==> config.mk <==
export PLATFORM = sky130hd
export DESIGN_NAME = axi4_interconnect_wr_addr_arbiter
export DESIGN_NICKNAME = d
export VERILOG_FILES = /design/src/rtl/axi4_ic_pkg.sv /design/src/rtl/axi4_ic_addr_fifo.sv /design/src/rtl/axi4_interconnect_wr_addr_arbiter.sv
export SDC_FILE = /design/constraint.sdc
export NUM_CORES = 1
export LEC_CHECK = 0
export CORE_ASPECT_RATIO = 1.5
export CORE_UTILIZATION = 44
export CTS_CLUSTER_SIZE = 16
export DETAILED_ROUTE_END_ITERATION = 16
export GPL_TIMING_DRIVEN = 0
export PLACE_DENSITY = 0.7
export RECOVER_POWER = 50
export SYNTH_ARGS = -nofsm -noshare
export SYNTH_HDL_FRONTEND = slang
export SYNTH_SLANG_ARGS = --single-unit
==> constraint.sdc <==
create_clock -name clock -period 2.83 [get_ports clock]
set_input_delay 0.566 -clock clock [delete_from_list [all_inputs] [get_ports clock]]
set_output_delay 0.566 -clock clock [all_outputs]
set_load 0.02 [all_outputs]
==> src/rtl/axi4_ic_pkg.sv <==
// rtl/axi4_ic_pkg.sv - shared types and constants for the AXI4 write-address arbiter
// Purpose: one-hot FSM encoding, slave-select field position, data-channel grant codes.
// Ports: none (package).
package axi4_ic_pkg;

  // One-hot arbiter states; PRI_IDLE names which master currently holds priority.
  typedef enum logic [3:0] {
    M0_PRI_IDLE = 4'b0001,
    M1_PRI_IDLE = 4'b0010,
    M0_ISSUE    = 4'b0100,
    M1_ISSUE    = 4'b1000
  } aw_state_e;

  // Slave-select field, counted down from the address width:
  // addr[AWIDTH-SLV_SEL_MSB : AWIDTH-SLV_SEL_LSB] keeps the decode valid for any AWIDTH.
  localparam int SLV_SEL_MSB = 1;
  localparam int SLV_SEL_LSB = 2;

  localparam logic [1:0] GRANT_M0 = 2'b01;
  localparam logic [1:0] GRANT_M1 = 2'b10;

  function automatic logic [3:0] slave_onehot(input logic [1:0] sel);
    return 4'b0001 << sel;
  endfunction

endpackage

==> src/rtl/axi4_ic_addr_fifo.sv <==
// rtl/axi4_ic_addr_fifo.sv - per-master FIFO of issued burst addresses
// Purpose: holds the address of every accepted burst until its last data beat completes.
// Ports: clock, resetn (async, active-low); push/push_data write an entry;
//        pop drops the head; full/empty status; head is the oldest entry.
module axi4_ic_addr_fifo #(
  parameter int WIDTH = 32,
  parameter int DEPTH = 4
) (
  input  logic             clock,
  input  logic             resetn,
  input  logic             push,
  input  logic [WIDTH-1:0] push_data,
  input  logic             pop,
  output logic             full,
  output logic             empty,
  output logic [WIDTH-1:0] head
);

  localparam int PW = $clog2(DEPTH);
  localparam logic [PW:0] FULL_CNT = (PW+1)'(DEPTH);

  logic [WIDTH-1:0] mem [DEPTH];
  logic [PW-1:0]    wr_ptr;
  logic [PW-1:0]    rd_ptr;
  logic [PW:0]      count;
  logic             do_push;
  logic             do_pop;

  assign full    = (count == FULL_CNT);
  assign empty   = (count == '0);
  assign head    = mem[rd_ptr];
  // A pop with nothing stored is dropped rather than corrupting the pointers.
  assign do_push = push && !full;
  assign do_pop  = pop && !empty;

  always_ff @(posedge clock or negedge resetn) begin
    if (!resetn) begin
      wr_ptr <= '0;
      rd_ptr <= '0;
      count  <= '0;
    end else begin
      // DEPTH is a power of two, so the pointers wrap naturally.
      if (do_push) wr_ptr <= wr_ptr + 1'b1;
      if (do_pop)  rd_ptr <= rd_ptr + 1'b1;
      if (do_push && !do_pop)      count <= count + 1'b1;
      else if (do_pop && !do_push) count <= count - 1'b1;
    end
  end

  // Storage needs no reset: entries are only visible through count.
  always_ff @(posedge clock) begin
    if (do_push) mem[wr_ptr] <= push_data;
  end

  a_pop_empty: assert property (@(posedge clock) disable iff (!resetn) !(pop && empty));

endmodule

==> src/rtl/axi4_interconnect_wr_addr_arbiter.sv <==
// rtl/axi4_interconnect_wr_addr_arbiter.sv - AW channel arbiter for 2 masters and 4 slaves
// Purpose: round-robin arbitration of M0/M1 write addresses, slave decode from the top
//          two address bits, and per-master address FIFOs that steer the data channel.
// Ports: clock, resetn (async, active-low);
//        AWVALID/AWADDR/AWLEN_M0/M1 in, AWREADY_M0/M1 out (one-cycle accept pulse);
//        AWVALID_S0..S3, AWADDR_S, AWLEN_S out, AWREADY_S0..S3 in;
//        wrDataChanGrant, wrLastDone in; wrDataChanAddr out (head of granted FIFO).
module axi4_interconnect_wr_addr_arbiter
  import axi4_ic_pkg::*;
#(
  parameter int AWIDTH     = 32,
  parameter int FIFO_DEPTH = 4
) (
  input  logic              clock,
  input  logic              resetn,
  input  logic              AWVALID_M0,
  input  logic [AWIDTH-1:0] AWADDR_M0,
  input  logic [7:0]        AWLEN_M0,
  output logic              AWREADY_M0,
  input  logic              AWVALID_M1,
  input  logic [AWIDTH-1:0] AWADDR_M1,
  input  logic [7:0]        AWLEN_M1,
  output logic              AWREADY_M1,
  output logic              AWVALID_S0,
  output logic              AWVALID_S1,
  output logic              AWVALID_S2,
  output logic              AWVALID_S3,
  output logic [AWIDTH-1:0] AWADDR_S,
  output logic [7:0]        AWLEN_S,
  input  logic              AWREADY_S0,
  input  logic              AWREADY_S1,
  input  logic              AWREADY_S2,
  input  logic              AWREADY_S3,
  input  logic [1:0]        wrDataChanGrant,
  input  logic              wrLastDone,
  output logic [AWIDTH-1:0] wrDataChanAddr
);

  aw_state_e         state;
  aw_state_e         state_next;
  logic [3:0]        awvalid_s;
  logic              elig0, elig1, slv_hs;
  logic              load0, load1, push0, push1, pop0, pop1;
  logic              full0, full1, empty0, empty1;
  logic [AWIDTH-1:0] head0, head1;
  logic [1:0]        sel0, sel1;

  assign sel0 = AWADDR_M0[AWIDTH-SLV_SEL_MSB : AWIDTH-SLV_SEL_LSB];
  assign sel1 = AWADDR_M1[AWIDTH-SLV_SEL_MSB : AWIDTH-SLV_SEL_LSB];

  assign AWVALID_S0 = awvalid_s[0];
  assign AWVALID_S1 = awvalid_s[1];
  assign AWVALID_S2 = awvalid_s[2];
  assign AWVALID_S3 = awvalid_s[3];

  assign pop0 = wrLastDone && (wrDataChanGrant == GRANT_M0);
  assign pop1 = wrLastDone && (wrDataChanGrant == GRANT_M1);

  always_comb begin
    // While a master's accept pulse is high it is still presenting the old request,
    // so it must not be granted again in that cycle.
    elig0      = AWVALID_M0 && !full0 && !AWREADY_M0;
    elig1      = AWVALID_M1 && !full1 && !AWREADY_M1;
    slv_hs     = |(awvalid_s & {AWREADY_S3, AWREADY_S2, AWREADY_S1, AWREADY_S0});
    state_next = state;
    load0      = 1'b0;
    load1      = 1'b0;
    push0      = 1'b0;
    push1      = 1'b0;
    case (state)
      M0_PRI_IDLE: begin
        if (elig0) begin
          state_next = M0_ISSUE;
          load0      = 1'b1;
        end else if (elig1) begin
          state_next = M1_ISSUE;
          load1      = 1'b1;
        end
      end
      M1_PRI_IDLE: begin
        if (elig1) begin
          state_next = M1_ISSUE;
          load1      = 1'b1;
        end else if (elig0) begin
          state_next = M0_ISSUE;
          load0      = 1'b1;
        end
      end
      // After a handshake priority passes to the other master.
      M0_ISSUE: begin
        if (slv_hs) begin
          state_next = M1_PRI_IDLE;
          push0      = 1'b1;
        end
      end
      M1_ISSUE: begin
        if (slv_hs) begin
          state_next = M0_PRI_IDLE;
          push1      = 1'b1;
        end
      end
      default: state_next = M0_PRI_IDLE;
    endcase
  end

  always_ff @(posedge clock or negedge resetn) begin
    if (!resetn) begin
      state      <= M0_PRI_IDLE;
      awvalid_s  <= '0;
      AWADDR_S   <= '0;
      AWLEN_S    <= '0;
      AWREADY_M0 <= 1'b0;
      AWREADY_M1 <= 1'b0;
    end else begin
      state      <= state_next;
      AWREADY_M0 <= push0;
      AWREADY_M1 <= push1;
      if (load0) begin
        AWADDR_S  <= AWADDR_M0;
        AWLEN_S   <= AWLEN_M0;
        awvalid_s <= slave_onehot(sel0);
      end else if (load1) begin
        AWADDR_S  <= AWADDR_M1;
        AWLEN_S   <= AWLEN_M1;
        awvalid_s <= slave_onehot(sel1);
      end else if (slv_hs) begin
        awvalid_s <= '0;
      end
    end
  end

  axi4_ic_addr_fifo #(.WIDTH(AWIDTH), .DEPTH(FIFO_DEPTH)) u_fifo0 (
    .clock     (clock),
    .resetn    (resetn),
    .push      (push0),
    .push_data (AWADDR_S),
    .pop       (pop0),
    .full      (full0),
    .empty     (empty0),
    .head      (head0)
  );

  axi4_ic_addr_fifo #(.WIDTH(AWIDTH), .DEPTH(FIFO_DEPTH)) u_fifo1 (
    .clock     (clock),
    .resetn    (resetn),
    .push      (push1),
    .push_data (AWADDR_S),
    .pop       (pop1),
    .full      (full1),
    .empty     (empty1),
    .head      (head1)
  );

  always_comb begin
    wrDataChanAddr = '0;
    if (wrDataChanGrant == GRANT_M0 && !empty0)      wrDataChanAddr = head0;
    else if (wrDataChanGrant == GRANT_M1 && !empty1) wrDataChanAddr = head1;
  end

endmodule

==> results of run 1 <==
-- synth_stat cells, types with 2 or more instances --
cell                        count  area (um^2)
sky130_fd_sc_hd__a311oi_1      39          342
sky130_fd_sc_hd__dfrtp_1       63         1580
sky130_fd_sc_hd__a211oi_1       3         22.5
sky130_fd_sc_hd__or3b_4         2         22.5
sky130_fd_sc_hd__nor2_1         6         22.5
sky130_fd_sc_hd__a22o_1        32          280
sky130_fd_sc_hd__and2_1         9         56.3
sky130_fd_sc_hd__xor2_1         4         35.0
sky130_fd_sc_hd__ha_1          10          125
sky130_fd_sc_hd__xnor2_1        9         78.8
sky130_fd_sc_hd__nor3b_1        2         15.0
sky130_fd_sc_hd__o21ai_0       40          200
sky130_fd_sc_hd__buf_2         23          115
sky130_fd_sc_hd__nor3_1         2         10.0
sky130_fd_sc_hd__nand3_1        4         20.0
sky130_fd_sc_hd__mux4_2        64         1440
sky130_fd_sc_hd__edfxtp_1     256         7690
sky130_fd_sc_hd__a2bb2oi_1     39          342
sky130_fd_sc_hd__nand2b_1       3         18.8
sky130_fd_sc_hd__mux2_2         4         45.0
sky130_fd_sc_hd__inv_1          8         30.0
sky130_fd_sc_hd__buf_6          3         33.8
sky130_fd_sc_hd__o211ai_1       4         30.0
sky130_fd_sc_hd__nor3b_2        2         25.0
sky130_fd_sc_hd__nand2_1        8         30.0
sky130_fd_sc_hd__a22oi_1        2         15.0
sky130_fd_sc_hd__nand3b_1       5         37.5
sky130_fd_sc_hd__nor2b_1        4         25.0
sky130_fd_sc_hd__fa_1           2         40.0
sky130_fd_sc_hd__clkbuf_1      26         97.6
-- logic make-up (layout without fill, tap and decap cells) --
| family | Yosys count | in the layout | share of synthesized area [%] |
|---|---|---|---|
| XOR/XNOR | 13 | 13 | 0.874 |
| adder cells (fa/ha/maj) | 12 | 12 | 1.27 |
| multiplexers | 68 | 68 | 11.4 |
| buffers and inverters | 62 | 306 | 2.21 |
| flip-flops | 320 | 320 | 71.3 |
| AO/OA/AOI/OAI | 172 | 172 | 10.5 |
| AND/OR/NAND/NOR | 53 | 53 | 2.49 |
-- flip-flops by register name (all words and copies together), names as in the netlist --
| register | flops |
|---|---|
| AWLEN_S | 8 |
| u_fifo1.rd_ptr | 2 |
| awvalid_s | 4 |
| AWREADY_M1 | 1 |
| u_fifo1.count | 3 |
| u_fifo1.mem | 128 |
| u_fifo0.rd_ptr | 2 |
| AWREADY_M0 | 1 |
| u_fifo0.mem | 128 |
| u_fifo0.count | 3 |
| u_fifo1.wr_ptr | 2 |
| u_fifo0.wr_ptr | 2 |
| state | 4 |
| AWADDR_S | 32 |
-- routing by layer --
metal	vias to the layer above	GRT usage, %	routed length (um)
met1	4033	28.3	12700
met2	317	39.7	17200
met5	-	0	0
met4	0	6.19	690
li1	3362	-	-
met3	50	2.87	2100
-- cell usage in the layout (no fill, tap or decap), drive strengths merged, types with 10 or more instances in the layout --
cell type	netlist	routed
edfxtp	256	256
clkdlybuf4s50	0	127
buf	28	74
clkbuf	26	72
mux4	64	64
dfrtp	63	63
o21ai	40	40
a311oi	39	39
a2bb2oi	39	39
a22o	32	32
clkinv	0	13
ha	10	10
-- final timing paths --
| kind | to | slack [ps] | cells after the start |
|---|---|---|---|
| worst max-delay path | wrDataChanAddr[28] | 6 | 6 |
| worst max register to register | state[1] | 90 | 6 |
| min in group asynchronous | AWADDR_S[27] | 590 | 2 |
| worst min-delay path | u_fifo0.count[2] | 510 | 1 |
| max in group asynchronous | u_fifo1.rd_ptr[1] | 1050 | 2 |
| worst min register to register | u_fifo0.count[2] | 510 | 1 |
-- per-stage QoR --
stage / hold slack (ps) / power [mW] / setup WS, ps / TNS (ps) / util (%)
after floorplan: 270 / 10.8 / 234 / 0 / -
after global placement: 473 / 13.3 / -1290 / -420180 / 52.6
after detailed placement: 482 / 13.4 / -1200 / -87650 / 53.3
after CTS: 13.9 / 17.6 / -49.2 / -208 / 57.7
after global routing: 533 / 18.3 / -86.2 / -455 / 57.4
final: 508 / 17.5 / 6.22 / 0 / 57.4
-- worst register-to-register path, stage by stage (launching register included) --
cell and delay (ps):
sky130_fd_sc_hd__dfrtp_1 440, sky130_fd_sc_hd__or3b_1 470, sky130_fd_sc_hd__a22oi_2 220, sky130_fd_sc_hd__clkbuf_1 510
sky130_fd_sc_hd__clkbuf_1 600, sky130_fd_sc_hd__nand3b_1 150, sky130_fd_sc_hd__a211oi_1 250
-- where the power goes --
part / internal (mW) / switching (mW) / leakage, nW
combinational: 3.20 / 3.43 / 2.21
clock: 2.18 / 1.65 / 0.455
sequential: 6.16 / 0.913 / 3.03
total: 11.5 / 6.00 / 5.70
-- final cells by class --
| class | count | area, um^2 |
|---|---|---|
| plain buffers | 52 | 453 |
| flip-flops and latches | 320 | 9290 |
| well taps | 390 | 488 |
| clock inverters | 16 | 153 |
| repair buffers | 193 | 1940 |
| multi-input cells | 318 | 3480 |
| inverters | 8 | 30.0 |
| fillers | 2268 | 12300 |
| clock buffers | 37 | 766 |
-- repair_timing --
action | in CTS | in global routing
pin swaps | 2 | 5
resized for setup | 176 | 31
setup endpoints to repair | 33 | 26
cloned | 2 | 2
buffers inserted | 11 | 2
==> qor.log, run 1 <==
[synthesis] synthesized area per cell 18.6 um^2
[sta] maximum operating frequency 354 MHz
[finish] number of nets in the layout 1025
[detailed_routing] total wire length after detailed routing 32600 um
[grt] initial antenna violation count 0
[die] x dimension of the die 143 um
[synthesis] yosys warns 0
[detailed_routing] drt wl/cell 24.5 um
[critical_path] Critical Path Slowest Stage Cell sky130_fd_sc_hd__mux4_2
[sta] RSZ-0062 raised after global routing true
[critical_path] arrival time of data at the critical path endpoint 2260 ps
[cts] root buffer selected by CTS sky130_fd_sc_hd__clkbuf_16
[placed_design] area of placed instances 0.0154 mm^2
[grt] maximum number of pins on one net before global-route repair 65
[cts] source-to-sink clock delay at the later pin of the worst-skew pair 550 ps
[synthesis] cell area after synthesis 0.0130 mm^2
[sta] remaining max-slew budget at the tightest pin -20.2%
[placed_design] number of buffers added on ports 168
[cts] clock buffers created by TritonCTS 29
[die] placeable core area 0.0289 mm^2
[die] top-level I/O count 169
[grt] number of global-route vias before repair 7979
[critical_path] Cell Chain, Critical Path buf_12, buf_12, buf_4, mux4_2, a22o_1, buf_2
[critical_path] family of cells with the greatest summed delay on the critical path buffers and inverters
[finish] proportion of layout cells with a drive suffix above 1 23.6%
[critical_path] CP max FO 7
[synthesis] dominant register cell in the synthesized netlist sky130_fd_sc_hd__edfxtp_1
[finish] number of non-filler instances in the completed layout 1334
[detailed_routing] via count 7762
[grt] total grt overflow 0
[die] row cnt 76
[sta] total of endpoints with negative setup slack in the final report 0
[finish] ANT cells 0
[critical_path] max incr delay on CP 490 ps
[hold_path] launch point of the worst hold path u_fifo0.count[2]
[outcome] failing checks max-capacitance violations, max-slew violations
[sta] pins over their slew limit 65
[synthesis] post-synthesis cell count 700
[finish] Non-Filler Cell Area, Final 0.0166 mm^2
[synthesis] share of synthesized registers carrying an async set or reset 20.0%
[power_and_ir_drop] peak ir drop on the vdd network 507 uV
[critical_path] required time of the worst setup path 2260 ps
[critical_path] Worst Setup End Kind primary output
[sta] actual transition at the worst max-transition pin 1800 ps
[cts] CTS H-tree lvls 1
[placed_design] placed instance count 1267
[placed_design] half-perimeter wire length after detailed placement 20800 um
[synthesis] sequential cell area fraction in the yosys report 71.3%
[cts] clock sink count 320
[cts] CTS tree yes
[die] die area 0.0303 mm^2
[flow_run] Max Cap Violations 1
[critical_path] RR Startpoint u_fifo0.count[0]
[detailed_routing] Antenna Nets Post-Route 0
[outcome] result of the run complete, but fails checks
[synthesis] net count after synthesis 803
[synthesis] flop and latch count out of synthesis 320
[critical_path] launch point of the worst path u_fifo1.rd_ptr[0]
[cts] clock transition at the register clock pins on the worst setup and hold paths after CTS 60 ps
[critical_path] most common cell type on the critical path sky130_fd_sc_hd__buf_12
[hold_path] Hold/Removal Path Class flip-flop to flip-flop
[synthesis] Cell variety after synth 52
[cts] buffer depth of the longest clock path 3
[die] effective utilization at floorplan 45.1%
[detailed_routing] vias per cell 5.82
[detailed_routing] initial drt markers 551
[detailed_routing] number of remaining DRC errors 0
[sta] part of the cycle the worst path needs 99.8%
[power_and_ir_drop] leakage 5.70 nW
[sta] minimum clock period 2820 ps
[power_and_ir_drop] total power per unit cell area 1060 mW/mm^2
[detailed_routing] detailed-routing iteration count for the pre-antenna-repair pass 5
[critical_path] critical path class flip-flop to primary output
[synthesis] number of enable-type register cells in the synthesized netlist 256
[cts] cts-stage hold buffer count 0
[placed_design] RD Place Congestion 0.814
[grt] wire length of the first global-routing pass 48900 um
[die] DIE HEIGHT 213 um
[critical_path] Setup crit start kind flip-flop
[sta] total count of hold-check failures in the final report 0
[grt] global-route total usage across every layer 22.2%
[sta] Worst Skew 8.05 ps
[critical_path] Critical path buffers and inverters 4
[finish] area grow syn2layout 27.4%
No activity file was read; power rests on OpenSTA's default activity.
==> run 2: changes to the inputs <==
==> constraint.sdc (replaced) <==
create_clock -name clock -period 3.4 [get_ports clock]
set_input_delay 0.68 -clock clock [delete_from_list [all_inputs] [get_ports clock]]
set_output_delay 0.68 -clock clock [all_outputs]
set_load 0.02 [all_outputs]
==> run 2 against run 1 <==
The flow still finishes with violations (max-capacitance violations, max-slew violations). Critical endpoint is now wrDataChanAddr[14]. Combinational power decreased by 21%. Global-route usage is 0.39 points lower. Clock power fell by 17%. Sequential share of layout area is 0.38 points higher.
==> qor.log, run 2 (same netlist as run 1, synthesis figures left out) <==
[critical_path] max incr delay on CP 600 ps [+110 ps]
[detailed_routing] vias per cell 5.80 [-0.37%]
[placed_design] area of placed instances 0.0154 mm^2 [unchanged]
[finish] number of fillers in the final layout 2280 [+0.53%]
[finish] area grow syn2layout 26.5%
[detailed_routing] Antenna Nets Post-Route 0 [unchanged]
[critical_path] most common cell type on the critical path sky130_fd_sc_hd__clkdlybuf4s50_1
[cts] cts-stage hold buffer count 0 [unchanged]
[sta] total of endpoints with negative setup slack in the final report 0 [unchanged]
[finish] number of nets in the layout 1013 [-1.2%]
[die] placeable core area 0.0289 mm^2 [unchanged]
[power_and_ir_drop] total power per unit cell area 866 mW/mm^2 [-18%]
[cts] clock sink count 320 [unchanged]
[detailed_routing] number of remaining DRC errors 0 [unchanged]
[finish] area taken by flip-flops and latches 0.00929 mm^2 [about the same]
[cts] clock transition at the register clock pins on the worst setup and hold paths after CTS 60 ps [about the same]
[critical_path] family of cells with the greatest summed delay on the critical path buffers and inverters
[outcome] result of the run complete, but fails checks
[finish] Multi-input gate area 0.00347 mm^2 [-0.14%]
[critical_path] Setup crit start kind input port
[grt] global-route total usage across every layer 21.8% [-0.39 points]
[sta] setup slack after layout 60.6 ps [+54.4 ps]
[sta] RSZ-0062 raised after global routing false
[critical_path] critical path class input port to primary output
[cts] root buffer selected by CTS sky130_fd_sc_hd__clkbuf_16
[critical_path] Critical path buffers and inverters 4 [unchanged]
[grt] maximum number of pins on one net before global-route repair 65 [unchanged]
[sta] remaining max-slew budget at the tightest pin -20.9% [-0.73 points]
[cts] CTS tree yes
[sta] Worst Skew 9.37 ps [+1.32 ps]
[placed_design] Post-Place Worst Slack -859 ps [+342 ps]
[cts] clock buffers created by TritonCTS 29 [unchanged]
[critical_path] CP max FO 10 [+3]
[sta] total count of hold-check failures in the final report 0 [unchanged]
[critical_path] Worst Setup End Kind primary output
[critical_path] required time of the worst setup path 2720 ps [+460 ps]
[power_and_ir_drop] leakage 5.92 nW [+3.9%]
[cts] CTS H-tree lvls 1 [unchanged]
[finish] ANT cells 0 [unchanged]
[sta] maximum operating frequency 299 MHz
[die] row cnt 76 [unchanged]
[die] DIE HEIGHT 213 um [unchanged]
[detailed_routing] detailed-routing iteration count for the pre-antenna-repair pass 5 [unchanged]
[placed_design] RD Place Congestion 0.814 [unchanged]
[detailed_routing] via count 7664 [-1.3%]
[flow_run] Max Cap Violations 1 [unchanged]
[hold_path] Hold/Removal Path Class flip-flop to flip-flop
[grt] total grt overflow 0 [unchanged]
[detailed_routing] total wire length after detailed routing 31900 um [-2.2%]
[outcome] failing checks max-capacitance violations, max-slew violations
[critical_path] arrival time of data at the critical path endpoint 2660 ps [+400 ps]
[grt] wire length of the first global-routing pass 48200 um [-1.6%]
[critical_path] Critical Path Slowest Stage Cell sky130_fd_sc_hd__clkdlybuf4s50_1
[sta] part of the cycle the worst path needs 98.2%
[cts] source-to-sink clock delay at the later pin of the worst-skew pair 550 ps [about the same]
[critical_path] Cell Chain, Critical Path clkdlybuf4s50_1, nor3b_4, buf_4, clkbuf_4, a22o_1, clkdlybuf4s50_1
[placed_design] half-perimeter wire length after detailed placement 20800 um [unchanged]
[placed_design] number of buffers added on ports 168 [unchanged]
[finish] largest registers u_fifo0.mem x128, u_fifo1.mem x128, AWADDR_S x32
[finish] most common cell after layout, fill and taps aside sky130_fd_sc_hd__edfxtp_1
[finish] proportion of layout cells with a drive suffix above 1 18.8% [-4.8 points]
[power_and_ir_drop] peak ir drop on the vdd network 419 uV [-17%]
[die] die area 0.0303 mm^2 [unchanged]
[die] x dimension of the die 143 um [unchanged]
[grt] initial antenna violation count 0 [unchanged]
[detailed_routing] initial drt markers 674 [+22%]
[sta] actual transition at the worst max-transition pin 1810 ps [+11.0 ps]
[cts] buffer depth of the longest clock path 3 [unchanged]
[detailed_routing] drt wl/cell 24.1 um [-1.3%]
[die] effective utilization at floorplan 45.1% [unchanged]
[finish] highest-count cells in the layout ignoring fill and taps 256 x sky130_fd_sc_hd__edfxtp_1, 129 x sky130_fd_sc_hd__clkdlybuf4s50_1, 64 x sky130_fd_sc_hd__mux4_2
[die] top-level I/O count 169 [unchanged]
[sta] pins over their slew limit 65 [unchanged]
[finish] Non-Filler Cell Area, Final 0.0165 mm^2 [-0.69%]
[grt] number of global-route vias before repair 7988 [+0.11%]
[sta] minimum clock period 3340 ps
==> run 2: cell types whose count changed in the layout (fill, tap and decap cells not counted), sizes merged <==
| cell | delta |
|---|---|
| clkbuf | -4 |
| clkdlybuf4s50 | +2 |
| dlygate4sd2 | +1 |
| buf | -39 |
| dlygate4sd3 | +2 |
| dlymetal6s2s | +27 |
| clkdlybuf4s15 | -1 |
==> run 2: path summary, 6_finish.rpt <==
path                                 endpoint          startpoint  cells past startpoint  slack, ps
setup / recovery           wrDataChanAddr[14]  wrDataChanGrant[1]                      6         60
hold / removal               u_fifo0.count[2]    u_fifo0.count[2]                      1        490
setup reg to reg                     state[1]    u_fifo1.count[0]                      6        590
hold reg to reg              u_fifo0.count[2]    u_fifo0.count[2]                      1        490
max in group asynchronous         AWADDR_S[6]              resetn                      2       1600
min in group asynchronous        AWADDR_S[27]              resetn                      2        710
==> run 2: cell type report <==
cell class / instances / area share (%)
multi-input combinational: 318 / 21.1
clock inverter: 16 / 0.926
sequential: 320 / 56.4
inverter: 8 / 0.182
buffer: 53 / 2.08
tap: 390 / 2.96
timing repair buffer: 180 / 11.8
clock buffer: 37 / 4.65
==> run 2: routing by layer <==
| metal | global-route usage, % | share of wire, % |
|---|---|---|
| met1 | 28.1 | 40 |
| met2 | 38.6 | 52 |
| met3 | 2.67 | 6.0 |
| met4 | 6.53 | 1.9 |
| met5 | 0 | 0 |
==> run 2: timing repair <==
action / 4_1_cts / 5_1_grt
gates resized for setup: 46 / 29
setup endpoints to repair: 32 / 29
buffers inserted: 3 / 0
==> run 2: worst register-to-register path, stage by stage, from the launching register on <==
cell and delay, ps:
sky130_fd_sc_hd__dfrtp_1 440, sky130_fd_sc_hd__or3b_1 480, sky130_fd_sc_hd__a22oi_1 260, sky130_fd_sc_hd__clkbuf_1 540, sky130_fd_sc_hd__clkbuf_1 610, sky130_fd_sc_hd__nand3b_1 150, sky130_fd_sc_hd__a211oi_1 250
==> run 2: metrics by stage <==
step / hold WS (ps) / utilization (%) / TNS, ps / total power, mW / std cells
CTS: 128 / 56.9 / 0 / 14.4 / 1322
finish: 494 / 57.0 / 0 / 14.3 / 1322
floorplan: 384 / - / 0 / 8.97 / 700
detailed placement: 482 / 53.3 / -24560 / 11.1 / 1267
global route: 518 / 57.0 / 0 / 14.9 / 1322
global placement: 473 / 52.6 / -261400 / 11.0 / 1258
==> run 2: where the power goes <==
part           internal, mW  switching, mW  leakage, nW
logic                  2.44           2.78         2.44
registers              5.13          0.736         3.03
clock network          1.81           1.37        0.455
total                  9.38           4.89         5.92
==> RTL edit, RTL diff (settings of run 1) <==
Set the parameter `FIFO_DEPTH` to 8 (it was 4).
--- a/src/rtl/axi4_interconnect_wr_addr_arbiter.sv
+++ b/src/rtl/axi4_interconnect_wr_addr_arbiter.sv
@@ -11,3 +11,3 @@
   parameter int AWIDTH     = 32,
-  parameter int FIFO_DEPTH = 4
+  parameter int FIFO_DEPTH = 8
 ) (
Check against the original RTL: same outputs for any inputs over 4 cycles, from zero or initial values and one cycle with resetn low; that may be too few to reach the edited logic, so the function may still have changed.
==> RTL edit against run 1 <==
- the flow finishes with violations (design-rule violations, max-capacitance violations, max-slew violations, negative setup slack)
- worst hold slack worse by 0.13 ns
- synthesized area increased by 76%
- cell area up 78%
- sequential power rose by 78%
- total power up 75%
- critical path depth rose by 1
- global-route usage grew 0.095 points
- sequential cell count rose by 262
- routed wire length rose by 82%
- die area is 75% higher
- clock power up 85%
- worst setup slack lost 0.26 ns
==> RTL edit: results (changes against run 1) <==
Power
  • Worst IR drop on VDD: 0.765 mV (was 0.507 mV)
  • Leakage: 9.88 nW (was 5.70 nW)

Outcome
  • Status: complete, but fails checks (unchanged)
  • Failing checks: design-rule violations, max-capacitance violations, max-slew violations, negative setup slack (was max-capacitance violations, max-slew violations)

Global routing
  • Number of global-route vias before repair: 13500 (was 7979)
  • First-pass GRT wire length: 85700 um (was 48900 um)
  • Largest net degree at the start of global routing: 67 (was 65)
  • Initial antenna violation count: 0 (unchanged)
  • GRT Resource Usage Total: 22.3% (was 22.2%)

Logic synthesis
  • Distinct cells, synth: 46 (was 52)
  • Async SR Flop Fraction: 12.0% (was 20.0%)
  • Xor and xnor fraction of the mapped netlist area: 0.574% (was 0.874%)
  • Net Count, Synth: 1272 (was 803)
  • Synth Area in Adders: 0.722% (was 1.27%)
  • Post-synth EDFFs: 512 (was 256)
  • Multiplexer share of the synthesized area: 15.8% (was 11.4%)
  • Compound-gate portion of the synthesized area: 3.77% (was 10.5%)
  • Commonest cells post-synth: edfxtp_1, mux4_2, nand2_1 (was edfxtp_1, mux4_2, dfrtp_1)
  • Sequential area share after synthesis: 74.8% (was 71.3%)
  • Synth top area cells: edfxtp_1, mux4_2, dfrtp_1 (was edfxtp_1, dfrtp_1, mux4_2)
  • Mean Syn Cell Area: 19.6 um^2 (was 18.6 um^2)

Clocking
  • Htree depth: 2 (was 1)
  • TritonCTS Buffers: 52 (was 29)
  • Clk_lat worst skew: 0.60 ns (was 0.55 ns)
  • Root Buffer: clkbuf_16 (unchanged)

Place
  • DPL Wire Length: 37700 um (was 20800 um)
  • DP Cell Count: 2044 (was 1267)

Critical path
  • Crit path to: wrDataChanAddr[1] (was wrDataChanAddr[28])
  • Worst reg2reg path startpoint: state[1] (was u_fifo0.count[0])
  • Arrival time worst endpoint: 2.52 ns (was 2.26 ns)
  • R2R Path End: u_fifo1.mem[4][11] (was state[1])
  • R2r setup slk: -0.15 ns (was 0.09 ns)
  • CP startpoint: u_fifo0.rd_ptr[0] (was u_fifo1.rd_ptr[0])
  • FF-to-FF path depth: 6 (unchanged)

Timing
  • Worst slew pin tran: 1.78 ns (was 1.80 ns)
  • Setup TNS: -10.90 ns (was 0 ns)
  • Setup Skew: 0.0200 ns (was 0.00805 ns)
  • Max Transition Viols Final: 67 (was 65)
  • Setup WS post-layout: -0.254 ns (was 0.00622 ns)
  • Final setup vio count: 74 (was 0)

Layout
  • Number of diodes: 0 (unchanged)
  • Top Registers: u_fifo0.mem (256), u_fifo1.mem (256), AWADDR_S (32) (was u_fifo0.mem (128), u_fifo1.mem (128), AWADDR_S (32))
  • Layout cells sized above 1: 30.5% (was 23.6%)
  • Layout Nets: 1597 (was 1025)

Detailed routing
  • DRC violations left: 1 (was 0)
  • Final WL: 59400 um (was 32600 um)
  • DR iter-0 viols: 1155 (was 551)
  • DR WL/cell: 26.9 um (was 24.5 um)
  • Initial DRT Pass Iterations: 11 (was 5)
  • Routed vias/inst: 5.83 (was 5.82)

Run
  • Max-cap viol count: 1 (unchanged)

Hold path
  • Hold Crit Class: in2async (was reg2reg)
[RTL edit: cell types whose count changed in the layout (fill, tap and decap cells not counted), sizes merged, moves of 42 or more]
cell           run 1  this run
edfxtp           256       512
nand2              8        91
buf               74       146
mux2i              0        66
mux4              64       128
a21oi              0        45
clkbuf            72       117
a31oi              2        44
[RTL edit: metrics by stage]
step | area, um^2 | worst slack (ns)
final | 29500 | -0.254
after global routing | 29500 | -0.287
after CTS | 29100 | -0.277
after detailed placement | 26200 | -0.896
after global placement | 25500 | -2.50
after floorplan | 23000 | -0.488
[RTL edit: how the worst min path moves through the flow]
stage / slack [ns] / to / cells after the start / from
CTS: 0.31 / AWLEN_S[5] / 2 / resetn
detailed placement: 0.40 / AWLEN_S[5] / 1 / resetn
finish: 0.38 / AWLEN_S[0] / 2 / resetn
floorplan: 0.27 / AWADDR_S[0] / 0 / resetn
global placement: 0.47 / u_fifo0.count[3] / 1 / u_fifo0.count[3]
global route: 0.41 / AWLEN_S[0] / 2 / resetn
[RTL edit: per-layer routing]
layer	vias up	share of wire [%]	global-route usage (%)
met5	-	0	0
met4	0	3.6	8.01
met3	124	7.1	4.02
met2	628	52	39.7
met1	6699	37	27.2
li1	5442	-	-
[RTL edit: area by class of cell]
type | count | area (um^2)
flip-flops and latches | 582 | 17100
multi-input cells | 519 | 6020
plain buffers | 63 | 689
clock buffers | 65 | 1390
inverters | 3 | 11.3
well taps | 676 | 846
repair buffers | 273 | 3110
fillers | 3757 | 22100
clock inverters | 31 | 304
[RTL edit: repair_timing]
item,in CTS,in global routing
gates resized for setup,335,65
endpoints found under the setup margin,497,99
pin swaps,23,23
endpoints found under the hold margin,4,0
buffers inserted,39,24
cloned,5,6
hold buffers,1,0
[RTL edit: where the power goes]
group | total [mW] | internal (mW) | switching [mW]
combinational | 11.0 | 5.46 | 5.51
sequential | 12.6 | 11.1 | 1.57
clock | 7.10 | 4.03 | 3.07
total | 30.7 | 20.6 | 10.2
[RTL edit: logic make-up (layout without fill, tap and decap cells)]
family / after synthesis / after routing
flip-flops: 582 / 582
multiplexers: 200 / 200
AND/OR/NAND/NOR: 150 / 150
AO/OA/AOI/OAI: 142 / 142
buffers and inverters: 68 / 435
XOR/XNOR: 15 / 15
adder cells (fa/ha/maj): 12 / 12
[RTL edit: critical path: stages (launching register included)]
cell and delay (ns):
dfrtp_1 0.41, clkbuf_16 0.19, buf_12 0.13, buf_12 0.13, mux4_2 0.50, mux2i_2 0.21, o22ai_2 0.14, buf_2 0.18
